==> src/rtl/fwd_pkg.sv <==
// fwd_pkg: shared constants and helpers for the forwarding/hazard controller.
package fwd_pkg;
   localparam int FWD_SEL_RF = 0;
   localparam int REG_AW_DEF = 5;
   function automatic int clog2(input int v);
      int r;
      r = 0;
      while ((1 << r) < v) r++;
      return r;
   endfunction
endpackage

==> src/rtl/fwd_src_sel.sv <==
// fwd_src_sel: priority forward-stage match for one source operand.
module fwd_src_sel
   import fwd_pkg::*;
#(
   parameter int REG_AW = REG_AW_DEF,
   parameter int N_STG  = 2,
   parameter int SEL_W  = clog2(N_STG + 1)
) (
   input  logic [REG_AW-1:0]       src,
   input  logic [N_STG-1:0]        stgWrEn,
   input  logic [N_STG*REG_AW-1:0] stgRd,
   input  logic [N_STG-1:0]        stgDataRdy,
   output logic [SEL_W-1:0]        sel,
   output logic                    notRdy
);
   // Scan oldest to youngest so the youngest producer overwrites last.
   always_comb begin
      sel = SEL_W'(FWD_SEL_RF);
      notRdy = 1'b0;
      for (int k = N_STG - 1; k >= 0; k--)
         if (stgWrEn[k] && stgRd[k*REG_AW +: REG_AW] != '0 && stgRd[k*REG_AW +: REG_AW] == src) begin
            sel = SEL_W'(k + 1);
            notRdy = !stgDataRdy[k];
         end
   end
endmodule

==> src/rtl/fwd_hazard_ctrl.sv <==
// fwd_hazard_ctrl: operand forwarding, load-use stall and long-op scoreboard.
// Define FWD_PERF_CNT_EN to add saturating stall/forward performance counters.
module fwd_hazard_ctrl
   import fwd_pkg::*;
#(
   parameter  int REG_AW = REG_AW_DEF,
   parameter  int N_SRC  = 2,
   parameter  int N_STG  = 2,
   parameter  int LAT_W  = 4,
   localparam int SEL_W  = clog2(N_STG + 1),
   localparam int NREG   = 2 ** REG_AW
) (
   input  logic                    clk,
   input  logic                    rst_n,
   input  logic [N_SRC*REG_AW-1:0] ex_src_reg,
   input  logic [N_SRC*REG_AW-1:0] id_src_reg,
   input  logic [N_STG-1:0]        stg_wr_en,
   input  logic [N_STG*REG_AW-1:0] stg_rd,
   input  logic [N_STG-1:0]        stg_data_rdy,
   input  logic                    lop_issue,
   input  logic [REG_AW-1:0]       lop_rd,
   input  logic [LAT_W-1:0]        lop_lat,
   output logic [N_SRC*SEL_W-1:0]  fwd_sel,
   output logic                    ex_stall,
   output logic                    id_stall,
   output logic [NREG-1:0]         lop_done,
   output logic [NREG-1:0]         sb_busy
`ifdef FWD_PERF_CNT_EN
   ,
   output logic [31:0]             perf_stall_cyc,
   output logic [31:0]             perf_fwd_cnt
`endif
);
   logic [N_SRC-1:0] opNotRdy, idRaw;
   logic             accept;
   logic [LAT_W-1:0] latEff;

   genvar j, r;
   generate
      for (j = 0; j < N_SRC; j++) begin : g_src
         fwd_src_sel #(.REG_AW(REG_AW), .N_STG(N_STG), .SEL_W(SEL_W)) u_sel (
            .src        (ex_src_reg[j*REG_AW +: REG_AW]),
            .stgWrEn    (stg_wr_en),
            .stgRd      (stg_rd),
            .stgDataRdy (stg_data_rdy),
            .sel        (fwd_sel[j*SEL_W +: SEL_W]),
            .notRdy     (opNotRdy[j])
         );
         assign idRaw[j] = id_src_reg[j*REG_AW +: REG_AW] != '0 && sb_busy[id_src_reg[j*REG_AW +: REG_AW]];
      end
   endgenerate

   assign ex_stall = |opNotRdy;
   assign id_stall = ex_stall || |idRaw || (lop_issue && sb_busy[lop_rd]);
   assign accept   = lop_issue && !id_stall && lop_rd != '0;
   assign latEff   = lop_lat == '0 ? LAT_W'(1) : lop_lat;

   // lop_done is registered from next state so it is high during the cnt==1 cycle.
   generate
      for (r = 0; r < NREG; r++) begin : g_sb
         if (r == 0) begin : g_zero
            assign sb_busy[r]  = 1'b0;
            assign lop_done[r] = 1'b0;
         end else begin : g_ent
            logic             busyQ, doneQ, load, busyNext;
            logic [LAT_W-1:0] cnt, cntNext;
            always_comb begin
               load = accept && lop_rd == REG_AW'(r);
               busyNext = load || (busyQ && cnt != LAT_W'(1));
               cntNext = load ? latEff : busyQ ? cnt - LAT_W'(1) : cnt;
            end
            always_ff @(posedge clk or negedge rst_n)
               if (!rst_n) begin
                  busyQ <= 1'b0;
                  doneQ <= 1'b0;
                  cnt <= '0;
               end else begin
                  busyQ <= busyNext;
                  doneQ <= busyNext && cntNext == LAT_W'(1);
                  cnt <= cntNext;
               end
            assign sb_busy[r]  = busyQ;
            assign lop_done[r] = doneQ;
         end
      end
   endgenerate

`ifdef FWD_PERF_CNT_EN
   logic [31:0] nFwd;
   logic [32:0] fwdSum;
   always_comb begin
      nFwd = '0;
      for (int i = 0; i < N_SRC; i++)
         if (fwd_sel[i*SEL_W +: SEL_W] != '0) nFwd = nFwd + 32'd1;
      fwdSum = {1'b0, perf_fwd_cnt} + {1'b0, ex_stall ? 32'd0 : nFwd};
   end
   always_ff @(posedge clk or negedge rst_n)
      if (!rst_n) begin
         perf_stall_cyc <= '0;
         perf_fwd_cnt <= '0;
      end else begin
         if (id_stall && perf_stall_cyc != '1) perf_stall_cyc <= perf_stall_cyc + 32'd1;
         perf_fwd_cnt <= fwdSum[32] ? '1 : fwdSum[31:0];
      end
`endif
endmodule

==> config.mk <==
export PLATFORM = sky130hd
export DESIGN_NAME = fwd_hazard_ctrl
export DESIGN_NICKNAME = d
export VERILOG_FILES = /design/src/rtl/fwd_pkg.sv /design/src/rtl/fwd_src_sel.sv /design/src/rtl/fwd_hazard_ctrl.sv
export SDC_FILE = /design/constraint.sdc
export NUM_CORES = 1
export LEC_CHECK = 0
export BUFFER_PORTS_ARGS = -buffer_cell sky130_fd_sc_hd__buf_2
export CORE_MARGIN = 10
export CORE_UTILIZATION = 45
export DETAILED_ROUTE_END_ITERATION = 12
export PLACE_DENSITY = 0.71
export SLEW_MARGIN = 20
export SYNTH_ARGS = -nofsm -noshare
export SYNTH_HDL_FRONTEND = slang
export SYNTH_SLANG_ARGS = --single-unit
export TNS_END_PERCENT = 20
==> constraint.sdc <==
create_clock -name clk -period 5.4 [get_ports clk]
set_clock_uncertainty 0.1 [all_clocks]
set_input_delay 1.08 -clock clk [delete_from_list [all_inputs] [get_ports clk]]
set_output_delay 1.08 -clock clk [all_outputs]
set_load 0.01 [all_outputs]
---- After elaboration in Yosys (flattened, before gate mapping) ----
Index checks and enable logic that the tools add are counted.
storage, ports and cells
  input bits .............................. 46
  logic and storage cells ................. 449
  output and inout port bits .............. 70
  register bits ........................... 186
operators by class
  reductions and logical operators ........ 148
  eq/ne operators ......................... 97
  mux-type cells .......................... 77
  add/subtract/negate cells ............... 31
  order comparisons ....................... 3
operators by type and width
  cell                                                                          count
  4-bit two-way mux                                                             63
  4-bit by 1-bit equality test with 1-bit output, second input constant         31
  4-bit by 1-bit != test with 1-bit output, second input constant               31
  4-bit by 1-bit subtractor with 4-bit output, second input constant            31
  1-bit logical AND                                                             104
  5-bit equality test, second input constant                                    16
  5-bit by 4-bit equality test with 1-bit output, second input constant         8
  1-bit logical OR                                                              33
  5-bit nonzero test                                                            5
  5-bit by 3-bit equality test with 1-bit output, second input constant         4
  5-bit equality test                                                           4
  5-bit by 6-bit less-than comparator with 1-bit output, second input constant  3
  1-bit binary-select mux with 5-bit select                                     3
  5-bit by 2-bit equality test with 1-bit output, second input constant         2
  2-bit two-way mux                                                             4
  1-bit two-way mux                                                             7
  5-bit by 1-bit equality test with 1-bit output, second input constant         1
  4-bit logical NOT                                                             1
  2-bit OR reduction                                                            2
  1-bit logical NOT                                                             3

---- Logic depth before layout (Yosys ltp) ----
Gate-level depths: netlist of the first run.
  depth in word-level cells ............... 15
  depth in mapped cells ................... 11
  gate-level depth less buffers ........... 8

---- By module ----
Synthesis of the first run repeated with hierarchy kept, for this count alone.
unflattened totals
  cell total of the unflattened synthesis .. 1,258
  area total of the unflattened synthesis .. 12,707.2 um^2
by module, submodules not included
  module           area an instance (um^2)  times used  cells an instance  seq. area each (um^2)
  fwd_hazard_ctrl  12,364.4                 1           1,212              4,654.5
  fwd_src_sel      171.4                    2           23                 0.0

---- Worst setup path after synthesis of the first run ----
No wires, ideal clock.
  path kind ............................... input to output
  start point ............................. input stg_rd[1]
  end point ............................... output id_stall
  path slack .............................. 1.007 ns
  buffers on the path ..................... 2
  data required time ...................... 4.220 ns
  arrival time ............................ 3.213 ns
  cell stages on the path ................. 8
  path through ............................ or4_1 o21ai_0 nor4_1 o22a_1 o21ai_1 nand3b_1 buf_2 clkbuf_1
between the ends
  word-level cells in the longest chain between the ends .. 7
  elaborated cells between the ends (all ways) .. 11
  classes of those cells .................. eq/ne (2); mux (2); reduce/logical (7)
ends and longest elaborated chain
  element                           RTL line               RTL
  start, declared                   fwd_hazard_ctrl.sv:18  input logic [N_STG*REG_AW-1:0] stg_rd,
  5-bit nonzero test                fwd_src_sel.sv:21      if (stgWrEn[k] && stgRd[k*REG_AW +: REG_AW] != '0 && stgRd[k*REG_AW +: REG_AW] == src) begin
  1-bit logical AND (2 in series)   fwd_src_sel.sv:21
  1-bit two-way mux                 fwd_src_sel.sv:21
  2-bit OR reduction *              fwd_hazard_ctrl.sv:53  assign ex_stall = |opNotRdy;
  named net ex_stall                fwd_hazard_ctrl.sv:24  output logic ex_stall,
  1-bit logical OR * (2 in series)  fwd_hazard_ctrl.sv:54  assign id_stall = ex_stall || |idRaw || (lop_issue && sb_busy[lop_rd]);
  end, declared                     fwd_hazard_ctrl.sv:25  output logic id_stall,
Mark *: on every way through the listed nets, which the timed path passes. The rest lies on a longest branch.

---- Worst setup path after layout of the first run ----
  start point ............................. input stg_rd[1]
  end point ............................... output id_stall
between the ends
  word-level cells in the longest chain between the ends .. 7
  elaborated cells between the ends (all ways) .. 11
  classes of those cells .................. eq/ne (2); mux (2); reduce/logical (7)
ends and longest elaborated chain
  element                           RTL line
  5-bit nonzero test                fwd_src_sel.sv:21
  1-bit logical AND (2 in series)   fwd_src_sel.sv:21
  1-bit two-way mux                 fwd_src_sel.sv:21
  2-bit OR reduction *              fwd_hazard_ctrl.sv:53
  1-bit logical OR * (2 in series)  fwd_hazard_ctrl.sv:54
Mark *: on every way between the ends. The rest lies on a longest branch, timed or not.

==> results_dict.tcl, run 1 <==
set metrics [dict create \
    worst_pin_slew_ns 1.03 \
    path_max_fanout 3 \
    level_count_of_the_clock_h_tree 4 \
    cts_tree "done" \
    die_boundary_width_um 185 \
    grtUsageTotal 0.183 \
    design.portCount 116 \
    worst_path_largest_cell_delay_ns 0.50 \
    path_class "primary input to primary output" \
    postSynthRegisterBits 186 \
    share_of_layout_cells_above_drive_strength_1 0.189 \
    final_max_slew_viol_count 0 \
    die_y_um 185 \
    ffs_w_async_s_r_synth 1.00 \
    critPathRequiredTime_ns 4.22 \
    final_period_minus_worst_setup_slack_ns 4.38 \
    cts-buffers-inserted 17 \
    report.final.hold_viol_count 0 \
    hp-class "flop to flop" \
    powerDensity_mw_per_mm2 490 \
    ys_types 61 \
    cts_resized 0 \
    detail-route-antenna-nets 0 \
    dr.pass1.iters 5 \
    critical-path-top-cell-by-count "buf_2" \
    clk_pin_slew_ns 0.07 \
    cp.depth 8 \
    syn-cell-area_mm2 0.0123 \
    detailroute.via_count 9222 \
    cp_slowest_cell "or4_1" \
    post_drt_wl_per_cell_um 19.0 \
    starting_density 0.457 \
    fin_nets 1375 \
    timing.hold.ws_ns 0.504 \
    irDropWorstVdd_mv 0.283 \
    critical_path.startpoint_type "primary input" \
    yosysWarningCount 0 \
    ctsHoldBuffers 0 \
    synth-edff-count 0 \
    fin_tns_setup_ns 0 \
    run_status "complete, no violations" \
    grt_pass1_vias 9472 \
    yosysSeqAreaShare 0.378 \
    grt_pass1_wl_um 49700 \
    via_per_inst 5.68 \
    slew-limit-headroom 0.310 \
    power.leakage_uw 0.00621 \
    syn_to_final_growth_pct 6.94 \
    cts_setup_buffers 0 \
    grt_max_degree 105 \
    synthCells 1261 \
    cp-end-kind "primary output" \
    critical_path.cell_chain "buf_2 > or4_1 > o21ai_0 > nor4_1 > o22a_1 > o21ai_1 > nand3b_1 > buf_2" \
    top_ff_cell_synth "dfrtp_1" \
    worst_path_dominant_cell_family "simple AND/OR/NAND/NOR gates" \
    core-area_mm2 0.0270 \
    syn_avg_cell_area_um2 9.77 \
    clock_sink_count 186 \
    setup_repair_after_global_routing_missed_its_margin "no" \
    drt_first_iter_violations 696 \
    period_share 0.811 \
    route.final.wire_length_um 30900 \
    max_cap_viol_count 0 \
    cp_arrival_ns 3.20 \
    detailedPlacementHpwl_um 22100 \
    reg2reg_depth 8 \
    place.port_buffers 113 \
    critical_path.n_buffers_inverters 2 \
    clock_network_latency_to_the_later_pin_of_the_worst_skew_pair_ns 0.44 \
    clock_tree_buf_depth 2 \
    die_area_mm2 0.0344 \
    drcViolationCount 0 \
    root_buffer "clkbuf_16" \
    max_freq_mhz 228 \
    rows 60 \
    setup_violations 0 \
    hold_depth 2 \
    grt-ovfl-total 0 \
    reg2reg_setup_slack_ns 1.47 \
    grt_antenna_before_repair 3 \
    gpl.final_weighted_congestion 0.897 \
    fillerInstances 2439 \
]
[worst register-to-register path: stages, from the launching register on]
cell	delay, ns
dfrtp_1	0.54
mux4_2	0.53
clkinv_1	0.06
a2111oi_0	0.08
a2111o_1	0.42
nor4_2	0.30
nor2b_1	0.85
nand3_1	0.51
mux2_2	0.42
[synthesized netlist by cell type (7+ instances only)]
master,n,area share
mux2i_1,96,0.078
nor4_1,20,0.010
nor4b_1,31,0.022
nand2b_1,25,0.013
nand4_1,11,0.0056
nand2_1,149,0.045
xor2_1,46,0.033
o22ai_1,7,0.0036
clkbuf_1,54,0.016
nor3b_1,10,0.0061
xnor2_1,72,0.051
nor3_1,17,0.0069
ha_1,62,0.063
inv_1,82,0.025
nor2_1,48,0.015
nor2b_1,12,0.0061
o21ai_0,53,0.022
mux4_2,12,0.022
buf_4,65,0.040
nand3_1,15,0.0061
dfrtp_1,186,0.38
buf_2,13,0.0053
or4_1,9,0.0055
nor3_4,7,0.0092
mux2_2,54,0.049
a21oi_1,20,0.0081
[cell families (layout without fill, tap and decap cells)]
logic type	count (synthesis)	after routing	share of synthesized area
AOI/OAI and AO/OA	120	120	0.0594
DFF	186	186	0.378
adders and majority gates	62	62	0.0630
other	1	5	0.000304
and+or+nand+nor	388	388	0.174
muxes	164	164	0.152
buffers and inverters	222	240	0.0900
xor gates and xnor gates	118	118	0.0839
[worst paths after layout]
path	startpoint	endpoint
min in group asynchronous	rst_n	g_sb[11].g_ent.cnt[2]
max reg2reg	g_sb[31].g_ent.busyQ	g_sb[1].g_ent.cnt[3]
min reg2reg	g_sb[10].g_ent.cnt[1]	g_sb[10].g_ent.cnt[1]
max in group asynchronous	rst_n	g_sb[20].g_ent.busyQ
max	stg_rd[1]	id_stall
min	g_sb[10].g_ent.cnt[1]	g_sb[10].g_ent.cnt[1]
[state kept, by name, indices dropped and copies added, names as in the netlist]
| name | count |
|---|---|
| g_sb.g_ent.cnt | 124 |
| g_sb.g_ent.busyQ | 31 |
| g_sb.g_ent.doneQ | 31 |
[cells in the final DEF, fill, tap and decap left out, drive strengths merged, types with 3 or more instances in the layout]
master,Yosys,routed
a2111oi,4,4
a21o,6,6
a21oi,20,20
a31oi,6,6
buf,83,122
clkbuf,54,21
clkinv,3,9
clkinvlp,0,3
dfrtp,186,186
diode,0,3
ha,62,62
inv,82,85
mux2,56,56
mux2i,96,96
mux4,12,12
nand2,149,149
nand2b,25,25
nand3,15,15
nand3b,3,3
nand4,11,11
nand4b,4,4
nor2,48,48
nor2b,12,12
nor3,28,28
nor3b,10,10
nor4,23,23
nor4b,31,31
o21ai,54,54
o22ai,7,7
o31ai,4,4
o32ai,3,3
or2,4,4
or3,6,6
or3b,3,3
or4,9,9
xnor2,72,72
xor2,46,46
[metrics by stage]
stage	worst slack, ns	cell area [um^2]	util	cells	total power [uW]
3_3_place_gp	0.649	12600	0.469	1589	5150
6_report	1.02	13200	0.489	1624	6460
3_5_place_dp	0.621	12600	0.469	1589	5280
2_1_floorplan	1.01	12300	-	1262	4700
4_1_cts	1.04	13200	0.489	1621	6470
5_1_grt	0.832	13200	0.489	1623	6970
[per-layer routing]
metal / share of wire / global-route usage
met1: 0.43 / 0.225
met5: 0 / 0
met2: 0.48 / 0.304
met3: 0.062 / 0.0406
met4: 0.024 / 0.0702
[power breakdown]
part / total, uW / switching, uW / internal, uW
clock: 1160 / 566 / 595
combinational: 2540 / 1280 / 1260
sequential: 2750 / 778 / 1970
[layout make-up]
type | count | area (um^2) | share of cell area
Multi-Input combinational cell | 854 | 6580 | 0.499
Sequential cell | 186 | 4650 | 0.353
Timing Repair Buffer | 123 | 662 | 0.0502
Clock buffer | 20 | 437 | 0.0331
Tap cell | 341 | 427 | 0.0324
Inverter | 85 | 319 | 0.0242
Clock inverter | 12 | 93.8 | 0.00712
Antenna cell | 3 | 7.51 | 0.000570
(Power assumes the default switching activity.)
==> run 2: changes to the inputs <==
--- a/config.mk
+++ b/config.mk
@@ -9,7 +9,7 @@
 export CORE_MARGIN = 10
 export CORE_UTILIZATION = 45
 export DETAILED_ROUTE_END_ITERATION = 12
-export PLACE_DENSITY = 0.71
+export PLACE_DENSITY = 0.74
 export SLEW_MARGIN = 20
 export SYNTH_ARGS = -nofsm -noshare
 export SYNTH_HDL_FRONTEND = slang
==> constraint.sdc (replaced) <==
create_clock -name clk -period 3.7 [get_ports clk]
set_clock_uncertainty 0.1 [all_clocks]
set_input_delay 0.74 -clock clk [delete_from_list [all_inputs] [get_ports clk]]
set_output_delay 0.74 -clock clk [all_outputs]
set_load 0.01 [all_outputs]
==> results_dict.tcl, run 2 (synthesized netlist as in run 1, its figures left out) <==
set metrics [dict create \
    final_max_slew_viol_count 0 \
    powerDensity_mw_per_mm2 711 \
    most-common-layout-cells "186 x dfrtp_1, 149 x nand2_1, 111 x buf_2" \
    cts-buffers-inserted 17 \
    die_y_um 185 \
    syn_to_final_growth_pct 11.7 \
    hp-class "primary input to asynchronous set/reset pin" \
    grt_pass1_wl_um 51700 \
    max_freq_mhz 281 \
    critPathRequiredTime_ns 2.86 \
    grt_antenna_before_repair 3 \
    mostFrequentLayoutCell "dfrtp_1" \
    dr.pass1.iters 5 \
    gpl.final_weighted_congestion 0.918 \
    route.final.wire_length_um 32200 \
    design.portCount 116 \
    grt_pass1_vias 9598 \
    level_count_of_the_clock_h_tree 4 \
    biggest_registers_after_layout "g_sb.g_ent.cnt: 124 flops, g_sb.g_ent.busyQ: 31 flops, g_sb.g_ent.doneQ: 31 flops" \
    drcViolationCount 0 \
    path_max_fanout 7 \
    grtUsageTotal 0.190 \
    run_status "complete, no violations" \
    share_of_layout_cells_above_drive_strength_1 0.235 \
    largest-register "g_sb.g_ent.cnt" \
    detailedPlacementHpwl_um 24000 \
    max_cap_viol_count 0 \
    irDropWorstVdd_mv 0.394 \
    grt_max_degree 90 \
    clk_pin_slew_ns 0.07 \
    clock_tree_buf_depth 2 \
    largest_register_ff_count 124 \
    final_period_minus_worst_setup_slack_ns 3.56 \
    grt-ovfl-total 0 \
    detailroute.via_count 9437 \
    die_boundary_width_um 185 \
    post_drt_wl_per_cell_um 19.0 \
    root_buffer "clkbuf_16" \
    via_per_inst 5.57 \
    path_class "primary input to primary output" \
    core-area_mm2 0.0270 \
    detail-route-antenna-nets 0 \
    finalPower_uw 9790 \
    clock_network_latency_to_the_later_pin_of_the_worst_skew_pair_ns 0.44 \
    cts_tree "done" \
    cp-end-kind "primary output" \
    setup_violations 0 \
    rows 60 \
    power.leakage_uw 0.00660 \
    starting_density 0.457 \
    fin_tns_setup_ns 0 \
    place.port_buffers 113 \
    setup_repair_after_global_routing_missed_its_margin "no" \
    critical_path.startpoint_type "primary input" \
    fin_nets 1445 \
    drt_first_iter_violations 722 \
    worst_pin_slew_ns 0.880 \
    slew-limit-headroom 0.408 \
    report.final.hold_viol_count 0 \
    die_area_mm2 0.0344 \
    period_share 0.961 \
    clock_sink_count 186 \
    cp_arrival_ns 2.72 \
]
==> run 2: changes by cell type in the layout (fill, tap and decap cells not counted), sizes merged <==
| cell | before | now |
|---|---|---|
| inv | 85 | 86 |
| bufinv | 0 | 1 |
| clkbuf | 21 | 20 |
| clkinv | 9 | 10 |
| buf | 122 | 192 |
| clkinvlp | 3 | 1 |
==> run 2: timing repair <==
item,in CTS,in global routing
gates resized for setup,0,7
hold buffers,0,0
setup buffers,0,3
endpoints found under the setup margin,0,1
==> run 2: final cells by class <==
| class | instances | area [um^2] |
|---|---|---|
| diodes | 3 | 7.51 |
| clock buffers | 19 | 453 |
| clock inverters | 13 | 115 |
| fillers | 2368 | 13200 |
| inverters | 85 | 319 |
| multi-input cells | 854 | 6590 |
| flip-flops and latches | 186 | 4650 |
| well taps | 341 | 427 |
| repair buffers | 193 | 1190 |
==> run 2: per-layer routing <==
layer / track usage / vias to the layer above / share of wire
met5: 0 / - / 0.00040
met4: 0.0770 / 2 / 0.033
met3: 0.0472 / 65 / 0.077
met2: 0.307 / 342 / 0.47
met1: 0.239 / 4634 / 0.42
li1: - / 4394 / -
==> run 2: critical path, stage by stage <==
cell and delay [ns]:
buf_2 0.12, or4_1 0.52, o21ai_1 0.21, nor4_1 0.12, o22a_1 0.22, o21ai_1 0.12, buf_4 0.16, nand3b_1 0.18
buf_6 0.16, buf_2 0.15
==> run 2: power breakdown <==
group | total, uW | internal, uW | switching, uW
clock | 1800 | 969 | 835
sequential | 3820 | 2880 | 934
combinational | 4170 | 2010 | 2160
==> run 2: stage by stage <==
step	worst slack (ns)	utilization	cells	hold WS [ns]	instance area, um^2
global route	0.0390	0.510	1692	0.327	13800
CTS	0.0209	0.509	1688	0.298	13700
floorplan	0.0745	-	1262	0.344	12300
global placement	0.0126	0.488	1656	0.483	13100
detailed placement	-0.0335	0.488	1656	0.492	13100
finish	0.143	0.511	1694	0.258	13800
==> run 2: path summary, 6_finish.rpt <==
kind	startpoint	end	slack (ns)	cells after the start
max	stg_rd[1]	id_stall	0.14	10
min	rst_n	g_sb[6].g_ent.doneQ	0.26	1
max reg2reg	g_sb[2].g_ent.busyQ	g_sb[25].g_ent.cnt[2]	0.39	10
min reg2reg	g_sb[14].g_ent.cnt[3]	g_sb[14].g_ent.busyQ	0.50	4
max in group asynchronous	rst_n	g_sb[13].g_ent.cnt[1]	2.47	2
min in group clk	g_sb[14].g_ent.cnt[3]	g_sb[14].g_ent.busyQ	0.50	4
